**config.mk**
```make
export PLATFORM = sky130hd
export DESIGN_NAME = fir_coeff_ctrl
export DESIGN_NICKNAME = d
export VERILOG_FILES = /design/src/rtl/mso_fir_pkg.sv /design/src/rtl/fir_coeff_bank.sv /design/src/rtl/fir_coeff_ctrl.sv
export SDC_FILE = /design/constraint.sdc
export NUM_CORES = 1
export LEC_CHECK = 0
export ABC_AREA = 1
export ABC_CLOCK_PERIOD_IN_PS = 1400
export CAP_MARGIN = 20
export CORE_ASPECT_RATIO = 0.5
export CORE_MARGIN = 5
export CORE_UTILIZATION = 49
export CTS_BUF_LIST = sky130_fd_sc_hd__clkbuf_8
export CTS_CLUSTER_DIAMETER = 100
export DETAILED_ROUTE_END_ITERATION = 8
export PLACE_DENSITY = 0.78
export SYNTH_ARGS = -nofsm -noshare
export SYNTH_HDL_FRONTEND = slang
export SYNTH_SLANG_ARGS = --single-unit
```
**constraint.sdc**
```tcl
create_clock -name clk_i -period 1.4 [get_ports clk_i]
set_clock_uncertainty 0.1 [all_clocks]
set_input_delay 0.28 -clock clk_i [delete_from_list [all_inputs] [get_ports clk_i]]
set_output_delay 0.28 -clock clk_i [all_outputs]
set_load 0.02 [all_outputs]
```
**src/rtl/mso_fir_pkg.sv**
```systemverilog
// Shared types and helpers for the MSO FIR coefficient controller.
// Holds the controller state encoding, a width helper and the reset tap values.
package mso_fir_pkg;

    typedef enum logic [1:0] {
        StIdle,
        StSwap,
        StSettle
    } fir_state_e;

    // Ceiling log2 with a floor of 1, so even a 1-entry range gets a real bit.
    function automatic int unsigned clog2(input int unsigned n);
        int unsigned r;
        r = 0;
        while ((32'd1 << r) < n) begin
            r++;
        end
        return (r == 0) ? 1 : r;
    endfunction

    // Builds the passthrough tap vector one tap at a time: tap 0 = +1, others 0.
    function automatic int unsigned identity_tap(input int unsigned tap);
        return (tap == 0) ? 1 : 0;
    endfunction

endpackage

```
**src/rtl/fir_coeff_bank.sv**
```systemverilog
// Shadow and active coefficient banks: indexed writes land in shadow,
// a swap strobe copies the whole shadow bank into active in one edge.
module fir_coeff_bank
    import mso_fir_pkg::*;
#(
    parameter int unsigned COEFF_WIDTH = 8,
    parameter int unsigned NUM_TAPS    = 4,
    parameter int unsigned IDX_WIDTH   = clog2(NUM_TAPS)
) (
    input  logic                            clk_i,
    input  logic                            rst_ni,
    input  logic                            wr_en_i,
    input  logic [IDX_WIDTH-1:0]            wr_idx_i,
    input  logic [COEFF_WIDTH-1:0]          wr_coeff_i,
    input  logic                            swap_i,
    output logic [NUM_TAPS*COEFF_WIDTH-1:0] packed_coeff_o
);

    logic [COEFF_WIDTH-1:0] shadow_q [NUM_TAPS];
    logic [COEFF_WIDTH-1:0] active_q [NUM_TAPS];

    always_ff @(posedge clk_i or negedge rst_ni) begin
        if (!rst_ni) begin
            for (int unsigned i = 0; i < NUM_TAPS; i++) begin
                shadow_q[i] <= '0;
                active_q[i] <= COEFF_WIDTH'(identity_tap(i));
            end
        end else begin
            for (int unsigned i = 0; i < NUM_TAPS; i++) begin
                if (wr_en_i && (wr_idx_i == IDX_WIDTH'(i))) begin
                    shadow_q[i] <= wr_coeff_i;
                end
                if (swap_i) begin
                    active_q[i] <= shadow_q[i];
                end
            end
        end
    end

    always_comb begin
        packed_coeff_o = '0;
        for (int unsigned i = 0; i < NUM_TAPS; i++) begin
            packed_coeff_o[COEFF_WIDTH*i +: COEFF_WIDTH] = active_q[i];
        end
    end

endmodule

```
**src/rtl/fir_coeff_ctrl.sv**
```systemverilog
// Run-time FIR coefficient controller: accepts shadow writes, swaps banks on
// commit and masks filter output while the pipeline refills with new taps.
module fir_coeff_ctrl
    import mso_fir_pkg::*;
#(
    parameter int unsigned COEFF_WIDTH = 8,
    parameter int unsigned NUM_TAPS    = 4,
    parameter int unsigned IDX_WIDTH   = clog2(NUM_TAPS)
) (
    input  logic                            clk_i,
    input  logic                            rst_ni,
    input  logic                            cfg_valid_i,
    output logic                            cfg_ready_o,
    input  logic [IDX_WIDTH-1:0]            cfg_index_i,
    input  logic [COEFF_WIDTH-1:0]          cfg_coeff_i,
    input  logic                            commit_req_i,
    output logic                            commit_done_o,
    output logic [NUM_TAPS*COEFF_WIDTH-1:0] packed_coeff_o,
    output logic                            out_valid_o,
    output logic                            shadow_dirty_o,
    output logic                            cfg_err_o
);

    localparam int unsigned CNT_WIDTH = clog2(NUM_TAPS + 1);

    fir_state_e           state_q, state_d;
    logic [CNT_WIDTH-1:0] cnt_q, cnt_d;
    logic                 pending_q, pending_d;
    logic                 done_arm_q, done_arm_d;
    logic                 cfg_ready_q, cfg_ready_d;
    logic                 out_valid_q, out_valid_d;
    logic                 commit_done_q, commit_done_d;
    logic                 shadow_dirty_q, shadow_dirty_d;
    logic                 cfg_err_q, cfg_err_d;

    logic accept, in_range, wr_en, swap;

    always_comb begin
        state_d        = state_q;
        cnt_d          = cnt_q;
        pending_d      = pending_q;
        done_arm_d     = done_arm_q;
        commit_done_d  = 1'b0;
        swap           = 1'b0;

        // cfg_ready_q is high exactly in IDLE, so it gates acceptance directly.
        accept         = cfg_valid_i & cfg_ready_q;
        in_range       = 32'(cfg_index_i) < NUM_TAPS;
        wr_en          = accept & in_range;
        cfg_err_d      = cfg_err_q | (accept & ~in_range);
        shadow_dirty_d = shadow_dirty_q | wr_en;

        case (state_q)
            StIdle: begin
                if (commit_req_i || pending_q) begin
                    state_d   = StSwap;
                    pending_d = 1'b0;
                end
            end
            StSwap: begin
                swap           = 1'b1;
                shadow_dirty_d = 1'b0;
                cnt_d          = CNT_WIDTH'(NUM_TAPS);
                done_arm_d     = 1'b1;
                pending_d      = pending_q | commit_req_i;
                state_d        = StSettle;
            end
            StSettle: begin
                cnt_d     = cnt_q - CNT_WIDTH'(1);
                pending_d = pending_q | commit_req_i;
                // done_arm_q stays clear through the post-reset settle, so no pulse then.
                if (cnt_q <= CNT_WIDTH'(1)) begin
                    state_d       = StIdle;
                    commit_done_d = done_arm_q;
                    done_arm_d    = 1'b0;
                end
            end
            default: begin
                state_d = StIdle;
            end
        endcase

        cfg_ready_d = (state_d == StIdle);
        out_valid_d = (state_d == StIdle);
    end

    always_ff @(posedge clk_i or negedge rst_ni) begin
        if (!rst_ni) begin
            state_q        <= StSettle;
            cnt_q          <= CNT_WIDTH'(NUM_TAPS);
            pending_q      <= 1'b0;
            done_arm_q     <= 1'b0;
            cfg_ready_q    <= 1'b0;
            out_valid_q    <= 1'b0;
            commit_done_q  <= 1'b0;
            shadow_dirty_q <= 1'b0;
            cfg_err_q      <= 1'b0;
        end else begin
            state_q        <= state_d;
            cnt_q          <= cnt_d;
            pending_q      <= pending_d;
            done_arm_q     <= done_arm_d;
            cfg_ready_q    <= cfg_ready_d;
            out_valid_q    <= out_valid_d;
            commit_done_q  <= commit_done_d;
            shadow_dirty_q <= shadow_dirty_d;
            cfg_err_q      <= cfg_err_d;
        end
    end

    fir_coeff_bank #(
        .COEFF_WIDTH(COEFF_WIDTH),
        .NUM_TAPS   (NUM_TAPS),
        .IDX_WIDTH  (IDX_WIDTH)
    ) u_bank (
        .clk_i         (clk_i),
        .rst_ni        (rst_ni),
        .wr_en_i       (wr_en),
        .wr_idx_i      (cfg_index_i),
        .wr_coeff_i    (cfg_coeff_i),
        .swap_i        (swap),
        .packed_coeff_o(packed_coeff_o)
    );

    assign cfg_ready_o    = cfg_ready_q;
    assign out_valid_o    = out_valid_q;
    assign commit_done_o  = commit_done_q;
    assign shadow_dirty_o = shadow_dirty_q;
    assign cfg_err_o      = cfg_err_q;

endmodule

```
# ---- After elaboration in Yosys (flattened, before gate mapping)
# Index checks and enable logic that the tools add are counted.
dict set report totals {
  register_bits 74
  latch_bits 0
  mem_bits_rw 0
  romBits 0
  input_bits 14
  out_inout_bits 37
  n_memories 0
}
dict set report op_classes {
  n_addsub 1
  n_mul 0
  div 0
  n_lt_le_gt_ge 1
  n_eq_ne 7
  shifts 0
  mux 12
  bitwise_logic 3
  n_reduce_logical 13
}
# cell n
set ops {}
lappend ops {{equality test 2 bit, second input constant} 3}
lappend ops {{logical NOT 2 bit} 3}
lappend ops {{two-way mux 1 bit} 6}
lappend ops {{case mux 2 bit (3 select lines)} 1}
lappend ops {{case mux 3 bit (2 select lines)} 1}
lappend ops {{equality test 2 x 1 -> 1 bit, second input constant} 2}
lappend ops {{logical AND 1 bit} 4}
lappend ops {{two-way mux 2 bit} 2}
lappend ops {{!= test 2 bit, second input constant} 2}
lappend ops {{case mux 1 bit (2 select lines)} 2}
lappend ops {{AND reduction 2 bit} 2}
lappend ops {{nonzero test 2 bit} 2}
lappend ops {{less-or-equal comparator 3 x 1 -> 1 bit, second input constant} 1}
lappend ops {{subtractor 3 x 1 -> 3 bit, second input constant} 1}
lappend ops {{bitwise OR 1 bit} 2}
lappend ops {{OR reduction 2 bit} 1}
lappend ops {{AND 1 bit} 1}
lappend ops {{logical OR 1 bit} 1}

# ---- Depth between registers and ports, before layout
dict set report depth {
  word_depth 4
  depth_mapped 7
  depth_no_buf 7
}

# ---- By module
# From an unflattened synthesis, not the netlist that was laid out.
dict set report hier_totals {
  cells_unflattened 341
  area_unflattened_um2 3221.8
}
# mod instances cells_per_inst area_per_inst_um2 seq_area_each_um2
set by_module_without_submodules {}
lappend by_module_without_submodules {fir_coeff_bank 1 278 2676.3 1602.8}
lappend by_module_without_submodules {fir_coeff_ctrl 1 63 545.5 252.7}

# ---- Worst setup path after synthesis
# No wires, ideal clock.
dict set report synth_timing {
  path_kind {flip-flop to flip-flop}
  start {reg state_q[1]}
  end {reg u_bank.active_q (netlist bit u_bank.packed_coeff_o[10])}
  t_arrival_ns 1.319
  slack_ns -0.144
  path_stages_with_launch 6
  path_buffers 2
  synth_period_minus_slack_ns 1.544
  cell_sequence {dfstp_2 -> inv_1 -> ha_1 -> clkbuf_1 -> buf_2 -> mux2_2}
}
dict set report synth_via {
  elab_chain_len 2
}
# item line
set synth_lines {}
lappend synth_lines {{start, declared} fir_coeff_ctrl.sv:26} ;# fir_state_e state_q, state_d;
lappend synth_lines {{start signal, assigned} fir_coeff_ctrl.sv:89} ;# state_q <= StSettle;
lappend synth_lines {{start signal, assigned} fir_coeff_ctrl.sv:99} ;# state_q <= state_d;
lappend synth_lines {{equality test 2 x 1 -> 1 bit} fir_coeff_ctrl.sv:53} ;# case (state_q)
lappend synth_lines {{two-way mux 1 bit} fir_coeff_ctrl.sv:53}
lappend synth_lines {{end signal, assigned by index} fir_coeff_bank.sv:26} ;# active_q[i] <= COEFF_WIDTH'(identity_tap(i));
lappend synth_lines {{end signal, assigned by index} fir_coeff_bank.sv:34} ;# active_q[i] <= shadow_q[i];
lappend synth_lines {{end, declared} fir_coeff_bank.sv:20} ;# logic [COEFF_WIDTH-1:0] active_q [NUM_TAPS];
# No other way between the ends.
# A chain may end at the register's enable or synchronous reset.

# ---- Final worst setup path
dict set report layout_timing {
  start {reg state_q[1]}
  end {reg u_bank.active_q (netlist bit u_bank.packed_coeff_o[18])}
}
# The elaborated chain is that of the path after synthesis.

==> summary.txt <==
Floorplanning
  – Chip width: 119 um
  – Initial core utilization: 51.9%
  – Die area: 0.00771 mm^2
  – Core box area: 0.00563 mm^2
  – Die Ht: 64.6 um
  – Row count: 19
  – I/O pin count: 51

Drt
  – DR DRC count: 0
  – Number of DRC markers in iteration 0: 116
  – Drt total wl: 6990 um
  – Via count: 2112
  – Pre-antenna DRT Iters: 4
  – Routed Antenna Nets: 0
  – Via density: 5.19
  – WL/cell: 17.2 um

Logic synthesis
  – Synth top cells by count: dfrtp_1, nand2_1, o21ai_0
  – Synthesized instance count: 260
  – Ranking of synthesized cells by area: dfrtp_1, mux2_2, o21ai_0
  – Netlist cell types: 22
  – Mapped cell area: 0.00292 mm^2
  – Yosys top cell by area: dfrtp_1
  – Avg Synthesized Cell Area: 11.2 um^2
  – Net Count, Synth: 280
  – Top-area cell type share of the netlist area: 60.8%
  – Register bit total from synthesis: 74
  – Count leader, synth: dfrtp_1
  – Register area share after synthesis: 63.5%
  – Ys async rst share: 100%
  – EDFF count, synth: 0
  – Main synth FF type: dfrtp_1
  – Warnings from Yosys: 0

Global routing
  – GRT Util Overall: 19.2%
  – Vias in the first global route: 2266
  – Global-route wire length before repair: 11500 um
  – Antenna violations before repair: 0
  – Largest net degree at the start of global routing: 27
  – GRT overflow: 0

Placed design
  – IO buf count: 49
  – Pre-CTS setup slack: -0.328 ns
  – Post-DP HPWL: 4380 um
  – Area after DPL: 0.00358 mm^2
  – Final GP Congestion: 0.787
  – Placed Instances: 384

Cells and area
  – NumNets Final: 349
  – Layout Utilization: 68.9%
  – Fin cells: 407
  – N_diodes: 0
  – Fraction of layout cells with a size suffix above 1: 39.2%
  – Post-route cell area: 0.00388 mm^2
  – P&R area growth vs syn: 32.7%
  – Layout fillers: 401

Worst setup path
  – Crit path largest cell delay: 0.56 ns
  – WP buf/inv: 2
  – Crit path launch type: flop
  – Critical path, cell by cell: inv_2 > ha_4 > buf_6 > mux2_2
  – Setup crit start: state_q[1]
  – CP max stage cell: dfstp_2
  – R2R Setup Slk: -0.08 ns
  – Required @ worst endpoint: 1.54 ns
  – Setup crit end kind: flop
  – CP top delay family: flip-flops
  – RR Startpoint: state_q[1]
  – Critical path arrival: 1.62 ns
  – Critical path class: reg -> reg
  – Peak fanout along the critical path: 7

Run status
  – Status: finished with violations
  – Failing checks: negative setup slack

Clocking
  – CTS tree: yes
  – Sink Count: 74
  – Clock Latency Late Sink: 0.35 ns
  – CTS root buf: clkbuf_8
  – H-Tree Depth: 3
  – CTS buffer count: 9
  – CTS Buffer Depth: 2
  – CTS clk-pin slew, worst paths: 0.08 ns

Power and ir drop
  – Worst IR Drop VDD: 1.01 mV
  – Static Leak: 1.89 nW
  – Flop pwr share: 44.1%
  – PwrDens: 1840 mW/mm^2
  – Net Sw Frac: 35.2%
  – Combinational power share: 33.2%
  – Internal: 0.00463 W
  – NetSw: 0.00252 W
  – Clock share of power: 22.7%

STA
  – Fin crit share: 106%
  – Hold Vio Cnt, Final: 0
  – Count of final setup violators: 34
  – Worst Slack Setup Final: -0.0821 ns
  – Setup tns final: -1.91 ns
  – Period minus WS final: 1.48 ns
  – Unrepaired setup endpoints after global routing: true
  – Max-slew violation count: 0
  – F_max: 675 MHz

Hold path
  – Hold crit path type: in -> async

Run
  – Max cap viols: 0
power groups by stage:
stage / Clock [W] / Combinational, W / Sequential, W
3_5_place_dp: 0 / 0.00239 / 0.00317
3_3_place_gp: 0 / 0.00230 / 0.00314
4_1_cts: 0.00165 / 0.00233 / 0.00315
2_1_floorplan: 0 / 0.000711 / 0.00361
5_1_grt: 0.00176 / 0.00256 / 0.00322
6_report: 0.00162 / 0.00237 / 0.00315
layer usage:
| layer | part of all wire, % | GRT usage (%) | up-vias |
|---|---|---|---|
| li1 | - | - | 984 |
| met1 | 42 | 22.6 | 1078 |
| met2 | 54 | 34.6 | 41 |
| met3 | 3.5 | 4.95 | 9 |
| met4 | 0.94 | 6.78 | 0 |
| met5 | 0 | 0 | - |
stage by stage:
step	hold WS [ns]	total power, W
floorplan	-0.116	0.00433
detailed placement	0.141	0.00556
global route	0.356	0.00754
finish	0.329	0.00715
global placement	0.134	0.00544
CTS	0.313	0.00713
worst reg2reg max path: stages (launching register included):
cell and delay (ns):
dfstp_2 0.56, inv_2 0.07, ha_4 0.21, buf_6 0.16
mux2_2 0.28
sequential cells by signal, summed over array words and instances, names as in the netlist:
register and flops:
done_arm_q 1, u_bank.shadow_q 32, state_q 2, pending_q 1, u_bank.packed_coeff_o 32, commit_done_o 1, cnt_q 3, out_valid_o 1
shadow_dirty_o 1
what timing repair did:
action,CTS,global route
endpoints found under the setup margin,74,88
gates cloned,1,0
hold endpoints to repair,11,0
setup buffers,4,2
hold buffers,1,0
pin swaps,4,8
resized for setup,123,54
cells in the final DEF, fill, tap and decap left out, types with 2 or more instances in the layout:
| cell | instances |
|---|---|
| dfrtp_1 | 71 |
| nand2_1 | 39 |
| o21ai_0 | 29 |
| mux2_2 | 25 |
| buf_2 | 25 |
| inv_1 | 21 |
| clkdlybuf4s50_1 | 12 |
| nor2_1 | 9 |
| clkbuf_8 | 9 |
| buf_4 | 9 |
| clkdlybuf4s15_2 | 7 |
| inv_2 | 6 |
| a21oi_1 | 6 |
| o21ai_1 | 6 |
| buf_6 | 6 |
| nand2_2 | 5 |
| nand3_2 | 4 |
| a21oi_2 | 4 |
| buf_12 | 4 |
| nor2_4 | 3 |
| o21ai_2 | 3 |
| ha_1 | 3 |
| ha_4 | 3 |
| dfstp_2 | 3 |
| nor2_2 | 2 |
| clkinv_4 | 2 |
| clkinvlp_4 | 2 |
| dlygate4sd2_1 | 2 |
| clkbuf_2 | 2 |
area by class of cell:
| type | count | area, um^2 | area share (%) |
|---|---|---|---|
| flip-flops and latches | 74 | 1860 | 47.8 |
| multi-input cells | 148 | 1030 | 26.5 |
| repair buffers | 69 | 604 | 15.6 |
| clock buffers | 9 | 124 | 3.19 |
| inverters | 27 | 104 | 2.68 |
| well taps | 73 | 91.3 | 2.35 |
| clock inverters | 7 | 71.3 | 1.84 |
cells by family after synthesis:
logic type	after synthesis	synth area share [%]
and+or+nand+nor	66	9.80
xor gates and xnor gates	1	0.300
buffers and inverters	38	5.69
AOI/OAI and AO/OA	49	8.43
other	1	0.128
DFF	74	63.5
muxes	25	9.63
adders and majority gates	6	2.57
worst paths after layout:
kind                            depth (start not counted)                         to
worst max-delay path                                    4  u_bank.packed_coeff_o[18]
worst min register to register                          2        u_bank.shadow_q[14]
worst min-delay path                                    2                  pending_q
worst max register to register                          4  u_bank.packed_coeff_o[18]
max in group asynchronous                               3   u_bank.packed_coeff_o[0]
min in group clk_i                                      2        u_bank.shadow_q[14]
No activity file was read; power rests on OpenSTA's default activity.
